===== src/rtl/rtc_pkg.sv =====
// Shared types and constants for the RTC time-setting controller.
// Optional feature macro used by this slice: RTC_SET_AUTOREPEAT_EN.
package rtc_pkg;

    typedef enum logic [2:0] {
        RUN    = 3'd0,
        SET_HH = 3'd1,
        SET_MM = 3'd2,
        SET_SS = 3'd3,
        LOAD   = 3'd4
    } state_t;

    localparam int HH_W = 5;
    localparam int MM_W = 6;
    localparam int SS_W = 6;

    localparam logic [1:0] FIELD_NONE = 2'd0;
    localparam logic [1:0] FIELD_HH   = 2'd1;
    localparam logic [1:0] FIELD_MM   = 2'd2;
    localparam logic [1:0] FIELD_SS   = 2'd3;

    localparam logic [HH_W-1:0] HH_MAX = 5'd23;
    localparam logic [MM_W-1:0] MM_MAX = 6'd59;
    localparam logic [SS_W-1:0] SS_MAX = 6'd59;

    // Hours step up with an explicit wrap at the top of the range
    function automatic logic [HH_W-1:0] hh_up(input logic [HH_W-1:0] val);
        return (val >= HH_MAX) ? '0 : val + 5'd1;
    endfunction

    // Hours step down with an explicit wrap at zero
    function automatic logic [HH_W-1:0] hh_down(input logic [HH_W-1:0] val);
        return (val == '0) ? HH_MAX : val - 5'd1;
    endfunction

    // Minutes/seconds step up, wrapping 59 -> 0
    function automatic logic [MM_W-1:0] ms_up(input logic [MM_W-1:0] val);
        return (val >= MM_MAX) ? '0 : val + 6'd1;
    endfunction

    // Minutes/seconds step down, wrapping 0 -> 59
    function automatic logic [MM_W-1:0] ms_down(input logic [MM_W-1:0] val);
        return (val == '0) ? MM_MAX : val - 6'd1;
    endfunction

endpackage


===== src/rtl/rtc_key_repeat.sv =====
// Edge detector for one step button, with an optional hold/auto-repeat
// counter (enabled by RTC_SET_AUTOREPEAT_EN). Emits a one-cycle step pulse.
module rtc_key_repeat
`ifdef RTC_SET_AUTOREPEAT_EN
#(
    parameter int unsigned HOLD_CYCLES   = 50000000,
    parameter int unsigned REPEAT_CYCLES = 10000000,
    parameter int unsigned CNT_W         = 32
)
`endif
(
    input  logic clk_i,
    input  logic rst_ni,
    input  logic key_i,
    input  logic enable_i,
`ifdef RTC_SET_AUTOREPEAT_EN
    input  logic other_i,
    input  logic clear_i,
`endif
    output logic step_o
);

    logic key_q;
    logic rise;

    assign rise = key_i & ~key_q;

    // Remember last button level so a rise can be seen
    always_ff @(posedge clk_i or negedge rst_ni) begin
        if (!rst_ni) begin
            key_q <= 1'b0;
        end else begin
            key_q <= key_i;
        end
    end

`ifdef RTC_SET_AUTOREPEAT_EN
    logic [CNT_W-1:0] cnt_q;
    logic             rep_q;
    logic             run;
    logic             fire;

    assign run  = key_i & ~other_i & enable_i & ~clear_i;
    assign fire = run & (rep_q ? (cnt_q == CNT_W'(REPEAT_CYCLES))
                               : (cnt_q == CNT_W'(HOLD_CYCLES)));

    // Count held cycles; first repeat after the hold delay, then at the repeat rate
    always_ff @(posedge clk_i or negedge rst_ni) begin
        if (!rst_ni) begin
            cnt_q <= '0;
            rep_q <= 1'b0;
        end else if (!run) begin
            cnt_q <= '0;
            rep_q <= 1'b0;
        end else if (fire) begin
            cnt_q <= CNT_W'(1);
            rep_q <= 1'b1;
        end else begin
            cnt_q <= cnt_q + CNT_W'(1);
        end
    end

    assign step_o = enable_i & (rise | fire);
`else
    assign step_o = enable_i & rise;
`endif

endmodule


===== src/rtl/rtc_time_set_ctrl.sv =====
// Time-setting controller: walks hour/minute/second edit fields on mode
// presses, steps the active field on inc/dec, then pulses load_o once.
// Optional auto-repeat on held inc/dec: RTC_SET_AUTOREPEAT_EN.
module rtc_time_set_ctrl
    import rtc_pkg::*;
#(
    parameter int unsigned HOLD_CYCLES   = 50000000,
    parameter int unsigned REPEAT_CYCLES = 10000000,
    parameter int unsigned CNT_W         = 32
)
(
    input  logic            clk_i,
    input  logic            rst_ni,
    input  logic            mode_i,
    input  logic            inc_i,
    input  logic            dec_i,
    input  logic [HH_W-1:0] cur_hh_i,
    input  logic [MM_W-1:0] cur_mm_i,
    input  logic [SS_W-1:0] cur_ss_i,
    output logic            set_active_o,
    output logic [1:0]      field_o,
    output logic [HH_W-1:0] hh_o,
    output logic [MM_W-1:0] mm_o,
    output logic [SS_W-1:0] ss_o,
    output logic            load_o
);

    state_t          state_q, state_d;
    logic [HH_W-1:0] hh_q, hh_d;
    logic [MM_W-1:0] mm_q, mm_d;
    logic [SS_W-1:0] ss_q, ss_d;
    logic            mode_q;
    logic            mode_rise;
    logic            editing;
    logic            inc_step, dec_step;
    logic            step_up, step_dn;

    assign mode_rise = mode_i & ~mode_q;
    assign editing   = (state_q == SET_HH) | (state_q == SET_MM) | (state_q == SET_SS);

`ifdef RTC_SET_AUTOREPEAT_EN
    rtc_key_repeat #(
        .HOLD_CYCLES   (HOLD_CYCLES),
        .REPEAT_CYCLES (REPEAT_CYCLES),
        .CNT_W         (CNT_W)
    ) u_inc (
        .clk_i    (clk_i),
        .rst_ni   (rst_ni),
        .key_i    (inc_i),
        .enable_i (editing),
        .other_i  (dec_i),
        .clear_i  (mode_rise),
        .step_o   (inc_step)
    );

    rtc_key_repeat #(
        .HOLD_CYCLES   (HOLD_CYCLES),
        .REPEAT_CYCLES (REPEAT_CYCLES),
        .CNT_W         (CNT_W)
    ) u_dec (
        .clk_i    (clk_i),
        .rst_ni   (rst_ni),
        .key_i    (dec_i),
        .enable_i (editing),
        .other_i  (inc_i),
        .clear_i  (mode_rise),
        .step_o   (dec_step)
    );
`else
    rtc_key_repeat u_inc (
        .clk_i    (clk_i),
        .rst_ni   (rst_ni),
        .key_i    (inc_i),
        .enable_i (editing),
        .step_o   (inc_step)
    );

    rtc_key_repeat u_dec (
        .clk_i    (clk_i),
        .rst_ni   (rst_ni),
        .key_i    (dec_i),
        .enable_i (editing),
        .step_o   (dec_step)
    );
`endif

    // Opposing steps in the same cycle cancel; a mode press drops any step
    assign step_up = inc_step & ~dec_step & ~mode_rise;
    assign step_dn = dec_step & ~inc_step & ~mode_rise;

    // State, edit values and mode edge register
    always_ff @(posedge clk_i or negedge rst_ni) begin
        if (!rst_ni) begin
            state_q <= RUN;
            hh_q    <= '0;
            mm_q    <= '0;
            ss_q    <= '0;
            mode_q  <= 1'b0;
        end else begin
            state_q <= state_d;
            hh_q    <= hh_d;
            mm_q    <= mm_d;
            ss_q    <= ss_d;
            mode_q  <= mode_i;
        end
    end

    // Next state, field edits and decoded outputs
    always_comb begin
        state_d = state_q;
        hh_d    = hh_q;
        mm_d    = mm_q;
        ss_d    = ss_q;
        field_o = FIELD_NONE;
        load_o  = 1'b0;
        unique case (state_q)
            RUN: begin
                if (mode_rise) begin
                    hh_d    = cur_hh_i;
                    mm_d    = cur_mm_i;
                    ss_d    = cur_ss_i;
                    state_d = SET_HH;
                end
            end
            SET_HH: begin
                field_o = FIELD_HH;
                if (mode_rise)    state_d = SET_MM;
                else if (step_up) hh_d = hh_up(hh_q);
                else if (step_dn) hh_d = hh_down(hh_q);
            end
            SET_MM: begin
                field_o = FIELD_MM;
                if (mode_rise)    state_d = SET_SS;
                else if (step_up) mm_d = ms_up(mm_q);
                else if (step_dn) mm_d = ms_down(mm_q);
            end
            SET_SS: begin
                field_o = FIELD_SS;
                if (mode_rise)    state_d = LOAD;
                else if (step_up) ss_d = ms_up(ss_q);
                else if (step_dn) ss_d = ms_down(ss_q);
            end
            LOAD: begin
                load_o  = 1'b1;
                state_d = RUN;
            end
            default: state_d = RUN;
        endcase
    end

    assign set_active_o = (field_o != FIELD_NONE);
    assign hh_o         = hh_q;
    assign mm_o         = mm_q;
    assign ss_o         = ss_q;

endmodule


===== config.mk =====
export PLATFORM = sky130hd
export DESIGN_NAME = rtc_time_set_ctrl
export DESIGN_NICKNAME = d
export VERILOG_FILES = /design/src/rtl/rtc_pkg.sv /design/src/rtl/rtc_key_repeat.sv /design/src/rtl/rtc_time_set_ctrl.sv
export SDC_FILE = /design/constraint.sdc
export NUM_CORES = 1
export LEC_CHECK = 0
export ABC_AREA = 1
export BUFFER_PORTS_ARGS = -buffer_cell sky130_fd_sc_hd__buf_2
export CAP_MARGIN = 0
export CELL_PAD_IN_SITES_DETAIL_PLACEMENT = 0
export CELL_PAD_IN_SITES_GLOBAL_PLACEMENT = 1
export CORE_ASPECT_RATIO = 0.6
export CORE_MARGIN = 1
export CORE_UTILIZATION = 34
export DETAILED_ROUTE_END_ITERATION = 12
export HOLD_SLACK_MARGIN = 0.12
export PLACE_DENSITY_LB_ADDON = 0.1
export SETUP_SLACK_MARGIN = 0.2
export SKIP_CTS_REPAIR_TIMING = 1
export SYNTH_ARGS = -nofsm -noshare
export SYNTH_HDL_FRONTEND = slang
export SYNTH_SLANG_ARGS = --single-unit

===== constraint.sdc =====
create_clock -name clk_i -period 1.4 [get_ports clk_i]
set_input_delay 0.35 -clock clk_i [delete_from_list [all_inputs] [get_ports clk_i]]
set_output_delay 0.35 -clock clk_i [all_outputs]
set_load 0.02 [all_outputs]

==> metrics.csv, run 1 <==
metric,value,unit
yosys_warnings,0,
grt_pass1_vias,2141,
vias_per_cell,4.55,
drc,0,
grt_antenna_before_repair,0,
grt_pass1_wl,10200,µm
synth-main-ff-cell,dfrtp_1,
worstPathMaxFanout,4,
clock.fmax,641,MHz
worstPathArrival,1.21,ns
dp_cells,507,
io_buffers,42,
numCtsBuffers,3,
place_ws,-0.132,ns
die_x,105,µm
syn_avg_cell_area,6.17,µm²
slowest_delay,0.42,ns
dieArea,6710,µm²
vias,2468,
track_usage,19.3,%
setup.worst_path.start_class,flip-flop,
ant_nets,0,
rsz0062_at_grt,true,
utilization,57.0,%
cp_slowest_cell,dfrtp_1,
ys_types,32,
grt_max_degree,24,
period_share,111,%
synth_edf_count,0,
violations,negative setup slack,
async_flop_share,100,%
cap_violations,0,
clock_path_buffers,2,
antenna_cells,0,
globalRouteOverflowTotal,0,
ioPinCount,43,
finalHoldViolCount,0,
power_leakage,1.80,nW
wl_per_cell,12.5,µm
cts_root_buf,clkbuf_8,
setup_viol,21,
period_minus_slack,1.56,ns
maxSlewViolCount,0,
setup_slack,-0.159,ns
cp_common_cell,buf_6,
critPathRequiredTime,1.05,ns
syn_area,2170,µm²
drt-total-wl,6760,µm
drt_first_pass_iters,4,
placementRows,22,
synth_nets,381,
clkSinkCount,23,
crit_path_cell_trace,inv_4 > nand2_4 > buf_6 > nor2_4 > buf_6,
ys_seq_elements,23,
outcome,"finished, violations left",
cts_tree,yes,
synthToLayoutAreaGrowth,61.5,%
placed_area,2890,µm²
hp-class,in2reg,
initial_core_util,35.3,%
synth_cells,351,
crit_path_end_kind,output port,
fin_area,3500,µm²
htree_levels,1,
finalNonFillerCells,542,
relSlewSlack,62.2,%
clkTransAtPathRegs,0.10,ns
drt_iter0_markers,101,
die_h,63.8,µm
drive_gt1_share,47.6,%
gp_congestion,0.840,
tightest_slew,0.567,ns
layout.nets,489,
hpwlAfterDp,4870,µm
coreArea,6140,µm²
fin_skew,0.00980,ns
insertion_delay,0.28,ns
vdd_drop_max,0.930,mV
seq_area_frac_synth,26.6,%
power_density,2300,nW/µm²
criticalPathCategory,reg2out,
stage by stage:
step	power, mW	TNS (ns)	hold slack (ns)
after floorplan	4.75	0	0.0544
after global placement	6.25	-1.21	0.368
after detailed placement	6.26	-1.56	0.372
after CTS	6.73	-1.65	0.0628
after global routing	8.78	-3.71	0.190
final	8.06	-1.97	0.198
state kept, by name (all words and copies together), names as in the netlist:
name         flops
u_inc.key_q      1
mm_o             6
mode_q           1
ss_o             6
state_q          3
hh_o             5
u_dec.key_q      1
cell usage after synthesis (3+ instances only):
master	number	area, µm²
o21ai_0	3	15.0
nor2_1	46	173
nand3_1	40	200
inv_1	40	150
ha_1	8	100
xor2_1	3	26.3
nand2_1	130	488
dfrtp_1	23	576
inv_2	6	22.5
nand2_2	7	43.8
buf_2	5	25.0
a21oi_1	6	30.0
nand4_1	7	43.8
nand3_2	4	40.0
final cells by class:
type | instances | area (µm²)
Sequential cell | 23 | 596
Fill cell | 604 | 2640
Inverter | 46 | 205
Timing Repair Buffer | 110 | 908
Clock inverter | 1 | 5.00
Tap cell | 84 | 105
Multi-Input combinational cell | 275 | 1640
Clock buffer | 3 | 41.3
cells by family (layout without fill, tap and decap cells):
kind of cell	Yosys count	after routing	synth area share (%)
AND/OR/NAND/NOR	245	246	51.4
XOR/XNOR	4	4	1.62
buffers and inverters	54	160	10.9
adder cells (fa/ha/maj)	8	8	4.62
flip-flops	23	23	26.6
AO/OA/AOI/OAI	17	17	4.91
worst max-delay path: cells and delay by family, from the launching register on:
kind	cells	cell delay [ns]
flops	1	0.42
buf+inv	3	0.34
simple gates	2	0.17
power by group:
part | total, mW | switching [mW] | internal (mW) | leakage (nW)
logic | 6.10 | 3.25 | 2.84 | 1.51
clock network | 0.450 | 0.250 | 0.200 | 0.0255
registers | 1.51 | 0.522 | 0.986 | 0.258
total | 8.06 | 4.02 | 4.03 | 1.80
per-layer routing:
layer / up-vias / GRT usage [%] / share of wire [%]
met1: 1097 / 28.5 / 53
li1: 1312 / - / -
met3: 6 / 3.67 / 4.5
met5: - / 0 / 0
met2: 53 / 29.6 / 41
met4: 0 / 2.64 / 0.71
cells in the final DEF (no fill, tap or decap), types with 2 or more instances in the layout:
master / netlist / final
inv_4: 0 / 7
a21oi_1: 6 / 4
nor2_4: 1 / 8
nand3_4: 0 / 2
nand4_1: 7 / 7
clkbuf_8: 0 / 3
buf_4: 1 / 49
xor2_1: 3 / 3
nand3_2: 4 / 10
buf_2: 5 / 26
a21oi_2: 2 / 4
inv_6: 0 / 3
nor2_2: 2 / 8
buf_12: 1 / 2
o21ai_0: 3 / 2
o21ai_1: 2 / 2
inv_2: 6 / 8
nand2_4: 2 / 6
inv_1: 40 / 28
nand2_2: 7 / 18
buf_6: 1 / 32
nor3_4: 2 / 2
ha_4: 0 / 7
dfrtp_1: 23 / 7
dfrtp_2: 0 / 16
nor2_1: 46 / 33
nand3_1: 40 / 32
nand2_1: 130 / 116
final timing paths:
kind,from,to,slack (ns),cells after the start
max in group asynchronous,rst_ni,hh_o[3]$_DFFE_PN0P_,0.40,2
min in group asynchronous,rst_ni,ss_o[5]$_DFFE_PN0P_,0.58,2
setup / recovery,state_q[1]$_DFFE_PN0P_,load_o,-0.16,5
setup reg to reg,state_q[2]$_DFFE_PN0P_,ss_o[3]$_DFFE_PN0P_,-0.15,7
hold reg to reg,hh_o[1]$_DFFE_PN0P_,hh_o[1]$_DFFE_PN0P_,0.61,2
hold / removal,dec_i,u_dec.key_q$_DFF_PN0_,0.20,1
Note: power is estimated with default switching activity, not from simulation.
==> run 2, diff against run 1 <==
- CORE_ASPECT_RATIO: 0.6 -> default
==> metrics.csv, run 2 (same netlist as run 1, synthesis figures left out) <==
metric,value,unit,change
pwr-share-seq,17.5,%,-1.2 points
synthToLayoutAreaGrowth,72.9,%,
io_buffers,42,,unchanged
clkSinkCount,23,,unchanged
track_usage,18.7,%,-0.61 points
drt_iter0_markers,92,,-8.9%
tightest_slew,0.567,ns,+0.0000365 ns
violations,negative setup slack,,
fin_skew,0.00368,ns,-0.00612 ns
clkPwrFrac,4.9,%,-0.7 points
hpwlAfterDp,4590,µm,-5.6%
die_x,81.8,µm,-22%
setup_tns,-1.62,ns,+0.350 ns
critPathRequiredTime,1.05,ns,about the same
swShare,49.4,%,-0.59 points
register_area,594,µm²,-0.21%
power_switching,4.24,mW,+5.4%
power_leakage,1.86,nW,+3.5%
relSlewSlack,62.2,%,about the same
hp-class,in2reg,,
crit_path_start,state_q[0]$_DFFE_PN0P_,,
criticalPathCategory,reg2out,,
wl_per_cell,12.9,µm,+3.2%
die_h,81.8,µm,+28%
drc,0,,unchanged
dieArea,6700,µm²,-0.15%
cts_tree,yes,,
outcome,"finished, violations left",,
multiInputGateArea,1780,µm²,+8.8%
period_minus_slack,1.55,ns,-0.00485 ns
globalRouteOverflowTotal,0,,unchanged
drive_gt1_share,54.7,%,+7.1 points
vias,2554,,+3.5%
initial_core_util,36.0,%,+0.66 points
drt_first_pass_iters,4,,unchanged
final_cell_mix,"nand2_1 (102), buf_6 (47), buf_4 (39)",,
vias_per_cell,4.74,,+4.1%
setup_slack,-0.154,ns,+0.00485 ns
worstPathArrival,1.20,ns,about the same
fin_area,3750,µm²,+7.0%
setup_viol,20,,-4.8%
coreArea,6030,µm²,-1.8%
place_ws,-0.147,ns,-0.0150 ns
gp_congestion,0.764,,-9.0%
maxSlewViolCount,0,,unchanged
grt_antenna_before_repair,0,,unchanged
clock_path_buffers,2,,unchanged
finalHoldViolCount,0,,unchanged
period_share,111,%,-0.35 points
worstPathMaxFanout,4,,unchanged
pwr-share-comb,77.6,%,+1.9 points
numCtsBuffers,3,,unchanged
rsz0062_at_grt,true,,
cap_violations,0,,unchanged
placed_area,2880,µm²,-0.48%
grt_pass1_vias,2249,,+5.0%
insertion_delay,0.26,ns,-0.02 ns
grt_pass1_wl,9780,µm,-3.8%
ant_nets,0,,unchanged
hold_start,mode_i,,
timing.rr.start,state_q[2]$_DFFE_PN0P_,,
grt_max_degree,24,,unchanged
clkTransAtPathRegs,0.08,ns,-0.02 ns
internal_power,4.35,mW,+8.0%
layout.nets,495,,+1.2%
ioPinCount,43,,unchanged
power_density,2290,nW/µm²,-0.29%
final_common_cell,nand2_1,,
crit_path_end_kind,output port,,
htree_levels,1,,unchanged
drt-total-wl,6940,µm,+2.6%
cts_root_buf,clkbuf_8,,
setup.worst_path.start_class,flip-flop,,
finalPower,8.59,mW,+6.7%
antenna_cells,0,,unchanged
fillers,546,,-9.6%
clock.fmax,643,MHz,+0.31%
vdd_drop_max,1.16,mV,+25%
placementRows,28,,+27%
[run 2: cell count changes in the layout (fill, tap and decap cells not counted), moves of 10 or more]
cell     delta
buf_4      -10
buf_6      +15
nand2_1    -14
nand2_2    +12
nand3_1    -10
nand3_2    +10
[run 2: path summary, 6_finish.rpt]
check,end,slack (ns),cells past startpoint
worst min register to register,state_q[1]$_DFFE_PN0P_,0.52,1
worst max register to register,mm_o[0]$_DFFE_PN0P_,-0.13,9
max in group asynchronous,mm_o[3]$_DFFE_PN0P_,0.38,2
worst min-delay path,mode_q$_DFF_PN0_,0.22,1
worst max-delay path,load_o,-0.15,5
min in group asynchronous,hh_o[4]$_DFFE_PN0P_,0.61,2
[run 2: worst max-delay path, stage by stage (launching register included)]
cell and delay, ns:
dfrtp_1 0.42, inv_4 0.12, nand2_4 0.08, buf_4 0.14, nor2_4 0.07, buf_6 0.11
[run 2: cell type report]
class | instances | area share [%]
Inverter | 46 | 5.51
Tap cell | 75 | 2.51
Clock buffer | 4 | 1.20
Sequential cell | 23 | 15.9
Multi-Input combinational cell | 276 | 47.6
Timing Repair Buffer | 115 | 27.3
[run 2: power by group through the flow]
| stage | registers (mW) | logic [mW] | clock network, mW |
|---|---|---|---|
| after floorplan | 1.67 | 3.08 | 0 |
| after global placement | 1.51 | 4.63 | 0 |
| after detailed placement | 1.51 | 4.66 | 0 |
| after CTS | 1.49 | 4.69 | 0.440 |
| after global routing | 1.55 | 7.29 | 0.462 |
| final | 1.50 | 6.67 | 0.424 |
[run 2: per-stage QoR]
stage                     instances  hold WS [ns]  util [%]
after floorplan                 351        0.0544         -
after global placement          496         0.377      47.7
after detailed placement        496         0.372      47.7
after CTS                       500        0.0782      48.5
after global routing            539         0.207      62.2
final                           539         0.215      62.2
[run 2: per-layer routing]
| layer | track usage [%] | part of all wire [%] | vias to the layer above |
|---|---|---|---|
| li1 | - | - | 1339 |
| met1 | 24.7 | 45 | 1179 |
| met2 | 33.1 | 52 | 34 |
| met3 | 1.00 | 2.4 | 2 |
| met4 | 4.21 | 0.50 | 0 |
| met5 | 0 | 0 | - |
==> run 3, diff against run 2 <==
- RECOVER_POWER: default -> 25
==> metrics.csv, run 3 (same netlist as run 1, synthesis figures left out) <==
metric,value,unit,change
period_share,111,%,+0.35 points
setup_viol,20,,unchanged
coreArea,6030,µm²,unchanged
htree_levels,1,,unchanged
placementRows,28,,unchanged
setup_slack,-0.159,ns,-0.00486 ns
grt_pass1_wl,9780,µm,unchanged
drt_first_pass_iters,4,,unchanged
layout.nets,495,,unchanged
clock.fmax,641,MHz,-0.31%
ant_nets,0,,unchanged
clock_path_buffers,2,,unchanged
grt_antenna_before_repair,0,,unchanged
violations,negative setup slack,,
period_minus_slack,1.56,ns,+0.00486 ns
initial_core_util,36.0,%,unchanged
tightest_slew,0.629,ns,+0.0617 ns
criticalPathCategory,reg2out,,
clkTransAtPathRegs,0.09,ns,about the same
fin_skew,0.00186,ns,-0.00182 ns
vias_per_cell,4.73,,about the same
grt_max_degree,24,,unchanged
cts_root_buf,clkbuf_8,,
cap_violations,0,,unchanged
final_common_cell,nand2_1,,
numCtsBuffers,3,,unchanged
antenna_cells,0,,unchanged
worstPathArrival,1.21,ns,about the same
drc,0,,unchanged
clkSinkCount,23,,unchanged
final_cell_mix,"nand2_1 (102), buf_6 (47), buf_4 (38)",,
setup_tns,-1.67,ns,-0.0444 ns
gp_congestion,0.764,,unchanged
globalRouteOverflowTotal,0,,unchanged
rsz0062_at_grt,true,,
hp-class,in2reg,,
power_leakage,1.85,nW,-0.30%
insertion_delay,0.26,ns,about the same
relSlewSlack,58.1,%,-4.1 points
die_h,81.8,µm,unchanged
drive_gt1_share,54.3,%,-0.43 points
hpwlAfterDp,4590,µm,unchanged
track_usage,18.7,%,unchanged
io_buffers,42,,unchanged
finalHoldViolCount,0,,unchanged
power_density,2300,nW/µm²,about the same
ioPinCount,43,,unchanged
outcome,"finished, violations left",,
vdd_drop_max,1.16,mV,about the same
finalNonFillerCells,539,,unchanged
drt-total-wl,6940,µm,+0.12%
vias,2552,,-0.078%
die_x,81.8,µm,unchanged
maxSlewViolCount,0,,unchanged
wl_per_cell,12.9,µm,+0.12%
grt_pass1_vias,2249,,unchanged
synthToLayoutAreaGrowth,72.7,%,about the same
fillers,546,,unchanged
dp_cells,496,,unchanged
worstPathMaxFanout,4,,unchanged
dieArea,6700,µm²,unchanged
setup.worst_path.start_class,flip-flop,,
critPathRequiredTime,1.05,ns,about the same
crit_path_end_kind,output port,,
drt_iter0_markers,92,,unchanged
cts_tree,yes,,
## run 3: cell count changes in the layout (fill, tap and decap cells not counted)
cell and delta:
clkbuf_1 +2, clkbuf_4 +1, clkbuf_2 +1, buf_2 -3
buf_4 -1
## run 3: path summary, 6_finish.rpt
kind / slack (ns) / start / to / depth (start not counted)
max: -0.16 / state_q[0]$_DFFE_PN0P_ / load_o / 5
min: 0.22 / mode_i / mode_q$_DFF_PN0_ / 1
max reg2reg: -0.13 / state_q[2]$_DFFE_PN0P_ / mm_o[0]$_DFFE_PN0P_ / 9
min reg2reg: 0.52 / state_q[1]$_DFFE_PN0P_ / state_q[1]$_DFFE_PN0P_ / 1
max in group asynchronous: 0.33 / rst_ni / mm_o[3]$_DFFE_PN0P_ / 2
min in group asynchronous: 0.63 / rst_ni / mode_q$_DFF_PN0_ / 2
## run 3: routing by layer
metal / up-vias / wire, µm / GRT usage [%]
met5: - / 0 / 0
li1: 1338 / - / -
met4: 0 / 35 / 4.21
met3: 2 / 169 / 1.00
met2: 34 / 3610 / 33.1
met1: 1178 / 3120 / 24.7
## run 3: where the power goes
part	switching (mW)	leakage, nW	internal, mW	total (mW)
Combinational	3.50	1.57	3.16	6.67
Sequential	0.521	0.260	0.983	1.50
Clock	0.225	0.0228	0.203	0.428
## run 3: worst max-delay path, cell delays in order (launching register included)
cell and delay (ns):
dfrtp_1 0.42, inv_4 0.12, nand2_4 0.08, buf_4 0.14, nor2_4 0.07, buf_6 0.11
## run 3: area by class of cell
type                       instances  area (µm²)  share of cell area (%)
multi-input combinational        276        1780                    47.7
tap                               75        93.8                    2.51
sequential                        23         594                    15.9
timing repair buffer             115        1020                    27.2
inverter                          46         206                    5.51
clock buffer                       4        45.0                    1.20
## run 3: stage by stage
stage          hold WS, ns  cell area [µm²]  util (%)  worst slack (ns)  total power, mW
6_report             0.218             3740      62.1            -0.159             8.60
5_1_grt              0.215             3740      62.1            -0.213             9.30
4_1_cts             0.0782             2920      48.5            -0.255             6.62
3_5_place_dp         0.372             2880      47.7            -0.147             6.17
3_3_place_gp         0.377             2880      47.7           -0.0920             6.15
2_1_floorplan       0.0544             2380         -            0.0763             4.75
